<file path="config.mk">
export PLATFORM = sky130hd
export DESIGN_NAME = fetch_ctl
export DESIGN_NICKNAME = d
export VERILOG_FILES = /design/src/rtl/fetch_ctl.sv
export SDC_FILE = /design/constraint.sdc
export NUM_CORES = 1
export LEC_CHECK = 0
export BUFFER_PORTS_ARGS = -buffer_cell sky130_fd_sc_hd__buf_2
export CAP_MARGIN = 10
export CORE_UTILIZATION = 45
export CTS_BUF_LIST = sky130_fd_sc_hd__clkbuf_2
export DETAILED_ROUTE_END_ITERATION = 10
export MAX_ROUTING_LAYER = met4
export PLACE_DENSITY = 0.75
export SYNTH_ARGS = -nofsm -noshare
export SYNTH_HDL_FRONTEND = slang
export SYNTH_SLANG_ARGS = --single-unit
export TNS_END_PERCENT = 50
</file>
<file path="constraint.sdc">
create_clock -name clk -period 3.7 [get_ports clk]
set_input_delay 0.185 -clock clk [delete_from_list [all_inputs] [get_ports clk]]
set_output_delay 0.185 -clock clk [all_outputs]
set_load 0.01 [all_outputs]
</file>
<file path="src/rtl/fetch_ctl.sv">
// fifo: generic synchronous FIFO with a single-cycle clear, used as the fetch return buffer
// latency: a word pushed in cycle N is visible at the head in cycle N+1
// backpressure: pop_vld drops when empty; the producer must respect count (overflow is asserted)
module fifo #(
   parameter int W     = 64,
   parameter int DEPTH = 4
) (
   input  logic                    clk,
   input  logic                    rst_n,
   input  logic                    clr,
   input  logic                    push_vld,
   input  logic [W-1:0]            push_dat,
   input  logic                    pop_rdy,
   output logic                    pop_vld,
   output logic [W-1:0]            pop_dat,
   output logic [$clog2(DEPTH):0]  count
);
   localparam int AW = $clog2(DEPTH);

   logic [W-1:0]  mem [DEPTH];
   logic [AW-1:0] wr_ptr;
   logic [AW-1:0] rd_ptr;
   logic          push;
   logic          pop;
   logic          full;

   // clear wins over both push and pop in the same cycle
   assign push    = push_vld & ~clr;
   assign pop     = pop_rdy & pop_vld & ~clr;
   assign pop_vld = (count != '0);
   assign full    = (count == (AW+1)'(DEPTH));
   assign pop_dat = mem[rd_ptr];

   // pointer and occupancy bookkeeping; DEPTH is a power of two so pointers wrap naturally
   always_ff @(posedge clk or negedge rst_n) begin
      if (!rst_n) begin
         wr_ptr <= '0;
         rd_ptr <= '0;
         count  <= '0;
      end else if (clr) begin
         wr_ptr <= '0;
         rd_ptr <= '0;
         count  <= '0;
      end else begin
         if (push) wr_ptr <= wr_ptr + AW'(1);
         if (pop)  rd_ptr <= rd_ptr + AW'(1);
         if (push && !pop)      count <= count + (AW+1)'(1);
         else if (pop && !push) count <= count - (AW+1)'(1);
      end
   end

   // storage is not reset; only entries below count are ever observed
   always_ff @(posedge clk) begin
      if (push) mem[wr_ptr] <= push_dat;
   end

   // a push into a full buffer without a simultaneous pop would lose a word
   assert property (@(posedge clk) disable iff (!rst_n) !(push && full && !pop));
endmodule

// fetch_ctl: owns the PC, issues in-order word fetches and buffers returned words with their PC
// latency: imem_req_* is combinational from state; response in cycle N shows on if_valid in N+1
// backpressure: requests stop once in-flight + buffered reaches DEPTH; if_ready=0 holds the buffer
module fetch_ctl #(
   parameter logic [31:0] RESET_PC = 32'h0000_0000,
   parameter int          DEPTH    = 4
) (
   input  logic        clk,
   input  logic        rst,
   input  logic        pc_sel,
   input  logic [31:0] alu_target,
   output logic        imem_req_valid,
   input  logic        imem_req_ready,
   output logic [31:0] imem_req_addr,
   input  logic        imem_rsp_valid,
   input  logic [31:0] imem_rsp_data,
   output logic        if_valid,
   input  logic        if_ready,
   output logic [31:0] if_instr,
   output logic [31:0] if_pc,
   output logic        flush,
   output logic        misalign
);
   localparam int CW = $clog2(DEPTH) + 1;

   typedef enum logic [1:0] {
      BOOT  = 2'd0,
      RUN   = 2'd1,
      DRAIN = 2'd2
   } state_t;

   state_t        state;
   state_t        state_nxt;
   logic [31:0]   pc;
   logic [31:0]   pc_nxt;
   logic [31:0]   rsp_pc;
   logic [31:0]   rsp_pc_nxt;
   logic [CW-1:0] outstanding;
   logic [CW-1:0] outstanding_nxt;
   logic [CW-1:0] drop_cnt;
   logic [CW-1:0] drop_cnt_nxt;
   logic [CW-1:0] buf_count;
   logic [CW:0]   in_use;
   logic          credit;
   logic          redirect;
   logic          req_fire;
   logic          rsp_keep;
   logic          flush_nxt;
   logic          misalign_nxt;
   logic [31:0]   target_al;
   logic [63:0]   buf_head;
   logic          unused_target_bit0;

   // bit 0 of the target is meaningless for word fetch; bit 1 only raises misalign
   assign target_al          = {alu_target[31:2], 2'b00};
   assign unused_target_bit0 = alu_target[0];

   // every word either in flight or sitting in the buffer holds one slot
   assign in_use        = {1'b0, outstanding} + {1'b0, buf_count};
   assign credit        = (in_use < (CW+1)'(DEPTH));
   assign imem_req_addr = pc;

   // next-state, request handshake, response routing and redirect handling
   always_comb begin
      state_nxt       = state;
      pc_nxt          = pc;
      rsp_pc_nxt      = rsp_pc;
      outstanding_nxt = outstanding;
      drop_cnt_nxt    = drop_cnt;
      imem_req_valid  = 1'b0;
      req_fire        = 1'b0;
      redirect        = 1'b0;
      rsp_keep        = 1'b0;
      flush_nxt       = 1'b0;
      misalign_nxt    = 1'b0;
      case (state)
         BOOT: begin
            // one idle cycle after reset; redirects are ignored and nothing is requested
            state_nxt = RUN;
         end
         default: begin
            redirect        = pc_sel;
            // never request during a redirect cycle: the address would be stale
            imem_req_valid  = credit & ~pc_sel;
            req_fire        = imem_req_valid & imem_req_ready;
            outstanding_nxt = outstanding + CW'(req_fire) - CW'(imem_rsp_valid);
            if (redirect) begin
               pc_nxt       = target_al;
               rsp_pc_nxt   = target_al;
               // everything still in flight after this edge belongs to the old path
               drop_cnt_nxt = outstanding_nxt;
               flush_nxt    = 1'b1;
               misalign_nxt = alu_target[1];
            end else begin
               if (req_fire) pc_nxt = pc + 32'd4;
               if (imem_rsp_valid) begin
                  if (drop_cnt != '0) begin
                     drop_cnt_nxt = drop_cnt - CW'(1);
                  end else begin
                     rsp_keep   = 1'b1;
                     rsp_pc_nxt = rsp_pc + 32'd4;
                  end
               end
            end
            // RUN never holds a nonzero drop count, so this covers RUN->DRAIN on a
            // redirect with work in flight and DRAIN->RUN once the last stale word is gone
            state_nxt = (drop_cnt_nxt != '0) ? DRAIN : RUN;
         end
      endcase
   end

   // architectural state and registered pulse outputs
   always_ff @(posedge clk or negedge rst) begin
      if (!rst) begin
         state       <= BOOT;
         pc          <= RESET_PC;
         rsp_pc      <= RESET_PC;
         outstanding <= '0;
         drop_cnt    <= '0;
         flush       <= 1'b0;
         misalign    <= 1'b0;
      end else begin
         state       <= state_nxt;
         pc          <= pc_nxt;
         rsp_pc      <= rsp_pc_nxt;
         outstanding <= outstanding_nxt;
         drop_cnt    <= drop_cnt_nxt;
         flush       <= flush_nxt;
         misalign    <= misalign_nxt;
      end
   end

   // return buffer: {pc, instr}; a redirect squashes it and masks any same-cycle pop
   fifo #(
      .W     (64),
      .DEPTH (DEPTH)
   ) u_buf (
      .clk      (clk),
      .rst_n    (rst),
      .clr      (redirect),
      .push_vld (rsp_keep),
      .push_dat ({rsp_pc, imem_rsp_data}),
      .pop_rdy  (if_ready),
      .pop_vld  (if_valid),
      .pop_dat  (buf_head),
      .count    (buf_count)
   );

   assign if_pc    = buf_head[63:32];
   assign if_instr = buf_head[31:0];
endmodule

</file>
==> results of run 1 <==
[logic make-up after synthesis]
group | after synthesis | synth area share, %
DFF | 325 | 66.77
and+or+nand+nor | 248 | 9.572
AOI/OAI and AO/OA | 157 | 7.210
muxes | 94 | 12.26
buffers and inverters | 79 | 2.362
adders and majority gates | 14 | 1.355
xor gates and xnor gates | 7 | 0.4367
other | 1 | 0.02671
[area by class of cell]
type,instances,area (um2)
Fill cell,2420,13460
Sequential cell,325,9379
Multi-Input combinational cell,524,4352
Timing Repair Buffer,291,2130
Clock buffer,125,625.6
Tap cell,396,495.5
Clock inverter,21,158.9
Inverter,18,67.56
Antenna cell,1,2.502
[sequential cells by signal, indices dropped and copies added, names as in the netlist]
name           cells
rsp_pc            30
state              2
flush              1
imem_req_addr     30
u_buf.mem        248
misalign           1
u_buf.wr_ptr       2
drop_cnt           3
u_buf.count        3
outstanding        3
u_buf.rd_ptr       2
[cells in the final DEF (no fill, tap or decap), types with 11 or more instances in the layout]
cell type | synthesis | layout
dlygate4sd3_1 | 0 | 108
inv_1 | 18 | 18
nand2_1 | 59 | 59
nand4_1 | 22 | 22
a22oi_1 | 11 | 11
edfxtp_1 | 248 | 248
o22ai_1 | 32 | 32
clkbuf_2 | 2 | 125
nand3_1 | 43 | 43
clkinv_1 | 0 | 11
nor2_1 | 33 | 32
buf_2 | 11 | 163
mux2i_1 | 28 | 28
dfrtp_1 | 77 | 75
nor3_1 | 28 | 28
mux4_2 | 62 | 62
ha_1 | 12 | 12
buf_4 | 5 | 14
a21oi_1 | 45 | 45
o21ai_0 | 20 | 20
[routing by layer]
| layer | GRT usage (%) | wire, um |
|---|---|---|
| met1 | 28.36 | 14040 |
| met4 | 7.486 | 590 |
| met2 | 33.32 | 15750 |
| met3 | 5.094 | 2627 |
| met5 | - | 0 |
[power by group through the flow]
stage	clock network, W	registers [W]	logic [W]
finish	0.00249	0.00550	0.00348
global placement	0	0.00552	0.00327
floorplan	0	0.00523	0.00239
global route	0.00279	0.00561	0.00385
detailed placement	0	0.00556	0.00335
CTS	0.00258	0.00548	0.00348
[worst max-delay path by stage]
| stage | from | end | slack, ps | cells after the start |
|---|---|---|---|---|
| 3_5_place_dp | outstanding[2] | state[1] | 540 | 12 |
| 4_1_cts | u_buf.count[2] | state[0] | 490 | 12 |
| 6_report | u_buf.count[2] | state[0] | 490 | 12 |
| 3_3_place_gp | outstanding[2] | state[1] | 600 | 12 |
| 5_1_grt | u_buf.count[2] | state[0] | 160 | 12 |
| 2_1_floorplan | outstanding[2] | state[0] | 320 | 14 |
[metrics by stage]
stage	util (%)	total power, W
finish	56.12	0.01147
global route	56.12	0.01226
CTS	56.11	0.01155
detailed placement	49.93	0.008901
global placement	49.93	0.008786
floorplan	-	0.007617
[timing repair]
action | 4_1_cts | 5_1_grt
endpoints found under the setup margin | 0 | 0
endpoints found under the hold margin | 278 | 0
hold buffers | 109 | 0
==> summary.txt, run 1 <==
RUN STATUS
-------------------------------------------------------------------------------------
Status .................................................................    completed

SYNTHESIS
-------------------------------------------------------------------------------------
Total standard cell area after synthesis ...............................  0.01404 mm2
Mean post-synth cell area ..............................................    15.18 um2
Post-synthesis cell type with the largest combined area ................     edfxtp_1
Commonest register cell after synthesis ................................     edfxtp_1
Synth top cells by count ............................................... edfxtp_1 (248), dfrtp_1 (77), mux4_2 (62), nand2_1 (59), a21oi_1 (45)
Register bit total from synthesis ......................................          325
Top-count cell post-synth ..............................................     edfxtp_1
Share of flip-flops with an asynchronous set or reset after synthesis ..       23.69%
Top-area cell type share of the netlist area ...........................       53.05%
Synthesized instance count .............................................          925
Yosys Warn Count .......................................................            0
Post-synthesis cell type count .........................................           69
Top cells by area, synth ............................................... edfxtp_1 (53%), dfrtp_1 (14%), mux4_2 (9.9%)
Register area share after synthesis ....................................       66.77%
Number of synthesized flops with an enable pin .........................          248

DIE
-------------------------------------------------------------------------------------
Number of primary I/O pins .............................................          170
Die Height .............................................................     178.6 um
Die Width ..............................................................     178.6 um
Initial core utilization ...............................................       45.77%
Standard-cell row count ................................................           64
Area of the core .......................................................  0.03067 mm2
Area of the die ........................................................  0.03191 mm2

POWER
-------------------------------------------------------------------------------------
Gate power share .......................................................        30.3%
Leakage ................................................................     6.535 nW
Cell internal pwr ......................................................   0.007264 W
Pwr/cell area .......................................................... 666.7 mW/mm2
Switching pwr ..........................................................   0.004210 W
Sequential Power Share .................................................        47.9%
Worst voltage drop across the vdd grid .................................     424.5 uV
Part of the power in the clock network .................................        21.7%
Net switching fraction of the power ....................................       36.69%

GLOBAL ROUTE
-------------------------------------------------------------------------------------
Global routing usage summed across all routing layers ..................       21.71%
Number of antenna violations at the first check in global routing ......            1
Maximum number of pins on one net before global-route repair ...........           63
Number of global-route vias before repair ..............................         9552
First-pass GRT wire length .............................................     51430 um
GR Overflow Total ......................................................            0

SETUP PATH
-------------------------------------------------------------------------------------
Register-to-register setup slack .......................................       490 ps
Cell Chain, Critical Path .............................................. ha_1 > nor3_1 > and3_1 > nand2_1 > ha_1 > inv_1 > ha_1 > fa_1 > xor2_1 > xor2_1 > nor4b_1 > or3_1
Startpoint types .......................................................         flop
Required time of the critical path .....................................      4470 ps
Top cell by count, worst path ..........................................         ha_1
Max Fanout on Critical Path ............................................            6
Critical Path End Type .................................................         flop
Arrival time at the worst endpoint .....................................      3980 ps
Reg2Reg Depth ..........................................................           12
Launch instance of the worst register-to-register path ................. u_buf.count[2]
Slowest CP cell ........................................................      dfrtp_1
Kind of cell with the highest combined delay on the critical path ......  adder cells
Reg-to-reg critical path endpoint ......................................     state[0]
Combined buffer and inverter count along the critical path .............            1
Max incr delay on CP ...................................................       440 ps
Type of the worst setup path ...........................................   reg -> reg

TIMING
-------------------------------------------------------------------------------------
Clock tree skew after final layout .....................................     87.92 ps
Highest clock rate .....................................................   0.3117 GHz
Max transition margin ..................................................       37.48%
Setup repair after global routing missed its margin ....................        false
Post-route worst hold slack ............................................     127.3 ps
Worst Setup Slack, final ...............................................     491.8 ps
Final hold violation count .............................................            0
Accumulated negative setup slack .......................................         0 ps
Transition time of the tightest slew-check pin .........................     936.8 ps
# setup viols final ....................................................            0
Final critical-path required period ....................................      3208 ps
Part of the cycle the worst path needs .................................       86.71%
Count of final max-slew check failures .................................            0

HOLD PATH
-------------------------------------------------------------------------------------
End of the worst hold path ............................................. u_buf.mem[2][28]
Worst hold path class ..................................................    in -> reg
Min-Delay Path Depth ...................................................            2
Critical hold path startpoint .......................................... imem_rsp_data[28]

CLOCKING
-------------------------------------------------------------------------------------
Count of instances resized after the clock tree is built ...............            0
Post-CTS Setup Bufs ....................................................            0
Buffer depth of the longest clock path .................................            3
CTS tree ...............................................................        built
Clock sink total .......................................................          325
H-Tree Level Count .....................................................            3
Clock-pin slew of the registers on the worst-case setup and hold paths .        90 ps
Clock latency of the later-clocked register in the worst-skew pair .....       910 ps
Number of CTS-inserted buffers .........................................           84
CTS Root Cell ..........................................................     clkbuf_2

DETAILED ROUTING
-------------------------------------------------------------------------------------
Drc violations .........................................................            0
Number of iterations in the first detailed-routing pass ................            5
Routed length per placed instance ......................................     19.41 um
Violation count after the first detailed-route iteration ...............          804
Total number of vias ...................................................         9562
Total Wirelength .......................................................     33010 um
Antenna Violating Nets Remaining .......................................            0
Routed via count divided by cell count .................................        5.621

JOB
-------------------------------------------------------------------------------------
Number of max-cap violations ...........................................            0

CELLS AND AREA
-------------------------------------------------------------------------------------
Share of cells above drive strength 1 ..................................       31.21%
Final instance count without filler cells ..............................         1701
Summed area of non-filler cells in the final layout ....................  0.01721 mm2
Final nets .............................................................         1328
Area Overhead vs Synth .................................................       22.59%

PLACED DESIGN
-------------------------------------------------------------------------------------
Placer congestion estimate .............................................       0.8688
Post-DP HPWL ...........................................................     19270 um
IO buf count ...........................................................          164
Dpl ws .................................................................     544.0 ps
Total instance count after detailed placement ..........................         1445
Area of placed instances ...............................................  0.01531 mm2

Power figures use the tool's default switching activity.
==> run 2: changes to the inputs <==
==> constraint.sdc (replaced) <==
create_clock -name clk -period 3.7 [get_ports clk]
set_input_delay 0.185 -clock clk [delete_from_list [all_inputs] [get_ports clk]]
set_output_delay 0.185 -clock clk [all_outputs]
set_load 0.1 [all_outputs]
==> run 2 against run 1 <==
Net effect:
- non-clock buffer count is 2 higher
- first-iteration DRC count is 5.0% higher
- critical path type unchanged
- flip-flop and latch count stayed put
- final area is 0.38% lower
- die area stayed put
- wire length is 2.3% lower
- sequential share of layout area is 0.21 points higher
- global-route usage is 0.69 points lower
- via count hardly changed
- combinational power is 92% higher
- maximum frequency is 2.7% higher
- count of clock-buffer cells in the layout is 10 lower
==> summary.txt, run 2 (same netlist as run 1, synthesis figures left out) <==
RUN STATUS
-------------------------------------------------------------------------------------
Status .................................................................    completed   unchanged

DIE
-------------------------------------------------------------------------------------
Number of primary I/O pins .............................................          170   unchanged
Initial core utilization ...............................................       45.77%   unchanged
Area of the core .......................................................  0.03067 mm2   unchanged
Die Width ..............................................................     178.6 um   unchanged
Standard-cell row count ................................................           64   unchanged
Area of the die ........................................................  0.03191 mm2   unchanged
Die Height .............................................................     178.6 um   unchanged

DETAILED ROUTING
-------------------------------------------------------------------------------------
Total number of vias ...................................................         9564   was 9562
Violation count after the first detailed-route iteration ...............          844   was 804
Number of iterations in the first detailed-routing pass ................            5   unchanged
Routed via count divided by cell count .................................        5.639   was 5.621
Antenna Violating Nets Remaining .......................................            0   unchanged
Drc violations .........................................................            0   unchanged
Routed length per placed instance ......................................     19.03 um   was 19.41 um
Total Wirelength .......................................................     32270 um   was 33010 um

CLOCKING
-------------------------------------------------------------------------------------
H-Tree Level Count .....................................................            3   unchanged
CTS Root Cell ..........................................................     clkbuf_2   unchanged
CTS tree ...............................................................        built   unchanged
Number of CTS-inserted buffers .........................................           81   was 84
Clock latency of the later-clocked register in the worst-skew pair .....       910 ps   about the same
Post-CTS Setup Bufs ....................................................            0   unchanged
Clock-pin slew of the registers on the worst-case setup and hold paths .       100 ps   was 90 ps
Buffer depth of the longest clock path .................................            3   unchanged
Clock sink total .......................................................          325   unchanged

TIMING
-------------------------------------------------------------------------------------
# setup viols final ....................................................            0   unchanged
Accumulated negative setup slack .......................................         0 ps   unchanged
Highest clock rate .....................................................   0.3201 GHz   was 0.3117 GHz
Final critical-path required period ....................................      3124 ps   was 3208 ps
Setup repair after global routing missed its margin ....................        false   unchanged
Max transition margin ..................................................       40.60%   was 37.48%
Transition time of the tightest slew-check pin .........................     890.1 ps   was 936.8 ps
Clock tree skew after final layout .....................................     115.5 ps   was 87.92 ps
Part of the cycle the worst path needs .................................       84.43%   was 86.71%
Final hold violation count .............................................            0   unchanged
Count of final max-slew check failures .................................            0   unchanged

GLOBAL ROUTE
-------------------------------------------------------------------------------------
Met3 demand-to-capacity share in global routing ........................       5.371%   was 5.094%
GR Overflow Total ......................................................            0   unchanged
Global routing usage summed across all routing layers ..................       21.02%   was 21.71%
Number of global-route vias before repair ..............................         9515   was 9552
Number of antenna violations at the first check in global routing ......            1   unchanged
First-pass GRT wire length .............................................     49850 um   was 51430 um
Maximum number of pins on one net before global-route repair ...........           63   unchanged
Global Route met1 Usage ................................................       27.80%   was 28.36%
GRT busiest layer ......................................................         met2   unchanged
Met2 usage .............................................................       32.07%   was 33.32%

SETUP PATH
-------------------------------------------------------------------------------------
Startpoint types .......................................................         flop   unchanged
Register-to-register setup slack .......................................       580 ps   was 490 ps
Launching element of the worst setup path .............................. outstanding[2]   was u_buf.count[2]
Max Fanout on Critical Path ............................................            3   was 6
Reg-to-reg critical path endpoint ......................................     state[0]   unchanged
Slowest CP cell ........................................................      dfrtp_1   unchanged
Combined buffer and inverter count along the critical path .............            1   unchanged
Required time of the critical path .....................................      4520 ps   was 4470 ps
Cell Chain, Critical Path .............................................. ha_1 > nor3_1 > and3_1 > nand2_1 > ha_1 > inv_1 > ha_1 > fa_1 > xor2_1 > xor2_1 > nor4b_1 > or3_1   unchanged
Type of the worst setup path ...........................................   reg -> reg   unchanged
Launch instance of the worst register-to-register path ................. outstanding[2]   was u_buf.count[2]
Reg2Reg Depth ..........................................................           12   unchanged
Max incr delay on CP ...................................................       430 ps   was 440 ps
Critical Path End Type .................................................         flop   unchanged
Kind of cell with the highest combined delay on the critical path ......  adder cells   unchanged
Top cell by count, worst path ..........................................         ha_1   unchanged
Arrival time at the worst endpoint .....................................      3940 ps   was 3980 ps

CELLS AND AREA
-------------------------------------------------------------------------------------
Final nets .............................................................         1327   was 1328
Commonest non-fill, non-tap cell in the layout .........................     edfxtp_1   unchanged
Top library cells by usage in the layout, fill and taps aside .......... edfxtp_1 (248), buf_2 (163), clkbuf_2 (115), dlygate4sd3_1 (107), dfrtp_1 (75)   was edfxtp_1 (248), buf_2 (163), clkbuf_2 (125), dlygate4sd3_1 (108), dfrtp_1 (75)
Area Overhead vs Synth .................................................       22.13%   was 22.59%
Largest register FFs ...................................................          248   unchanged
Count of fill cells added during filler insertion ......................         2456   was 2420
Share of cells above drive strength 1 ..................................       30.56%   was 31.21%
Register with the most flip-flops ......................................    u_buf.mem   unchanged
Final cell utilization of the core .....................................       55.90%   was 56.12%

HOLD PATH
-------------------------------------------------------------------------------------
End of the worst hold path ............................................. u_buf.mem[1][2]   was u_buf.mem[2][28]
Min-Delay Path Depth ...................................................            2   unchanged
Critical hold path startpoint .......................................... imem_rsp_data[2]   was imem_rsp_data[28]
Worst hold path class ..................................................    in -> reg   unchanged

PLACED DESIGN
-------------------------------------------------------------------------------------
IO buf count ...........................................................          164   unchanged
Placer congestion estimate .............................................       0.8884   was 0.8688
Post-DP HPWL ...........................................................     19560 um   was 19270 um

POWER
-------------------------------------------------------------------------------------
Worst voltage drop across the vdd grid .................................     999.6 uV   was 424.5 uV
Pwr/cell area .......................................................... 840.4 mW/mm2   was 666.7 mW/mm2
Leakage ................................................................     6.481 nW   was 6.535 nW

JOB
-------------------------------------------------------------------------------------
Number of max-cap violations ...........................................            0   unchanged

-- run 2: cell types whose count changed in the layout (fill, tap and decap cells not counted) --
cell           before  now
dlygate4sd3_1     108  107
bufinv_16           2    0
clkinv_2            3    1
clkinv_1           11   17
buf_12              5    6
buf_4              14   16
clkinvlp_4          1    2
clkbuf_2          125  115
-- run 2: power breakdown --
group          switching, W  internal, W  total (W)
sequential         0.000898      0.00460    0.00549
clock               0.00140     0.000846    0.00225
combinational       0.00504      0.00162    0.00667
total               0.00734      0.00707     0.0144
-- run 2: area by class of cell --
type / count / area [um2] / area share (%)
antenna: 1 / 2.502 / 0.01460
clock buffer: 115 / 575.6 / 3.357
clock inverter: 24 / 118.9 / 0.6933
inverter: 18 / 67.56 / 0.3941
multi-input combinational: 524 / 4352 / 25.38
sequential: 325 / 9379 / 54.70
tap: 396 / 495.5 / 2.890
timing repair buffer: 293 / 2155 / 12.57
-- run 2: routing by layer --
metal | vias up | wire length (um)
met1 | 4688 | 14060
met5 | - | 0
met2 | 448 | 15070
li1 | 4372 | -
met4 | 0 | 531
met3 | 56 | 2612
-- run 2: how the worst max path moves through the flow --
stage	to	slack, ps	cells after the start
5_1_grt	state[1]	280	12
3_3_place_gp	state[0]	620	12
2_1_floorplan	state[0]	320	14
3_5_place_dp	state[1]	610	12
4_1_cts	if_instr[23]	470	3
6_report	state[0]	580	12
-- run 2: repair_timing --
| item | in CTS | in global routing |
|---|---|---|
| hold endpoints to repair | 277 | 6 |
| gates resized for setup | 0 | 0 |
| hold buffers | 106 | 2 |
-- run 2: stage by stage --
| step | cells | setup WS (ps) | instance area [um2] | hold slack [ps] | total power, W |
|---|---|---|---|---|---|
| 6_report | 1696 | 576.1 | 17150 | 79.67 | 0.01441 |
| 5_1_grt | 1696 | 281.4 | 17150 | 11.43 | 0.01514 |
| 4_1_cts | 1693 | 471.2 | 17120 | 1.169 | 0.01449 |
| 3_5_place_dp | 1448 | 605.6 | 15350 | 290.0 | 0.01209 |
| 3_3_place_gp | 1448 | 615.1 | 15350 | 291.5 | 0.01197 |
| 2_1_floorplan | 928 | 319.9 | 14050 | -110.6 | 0.01081 |
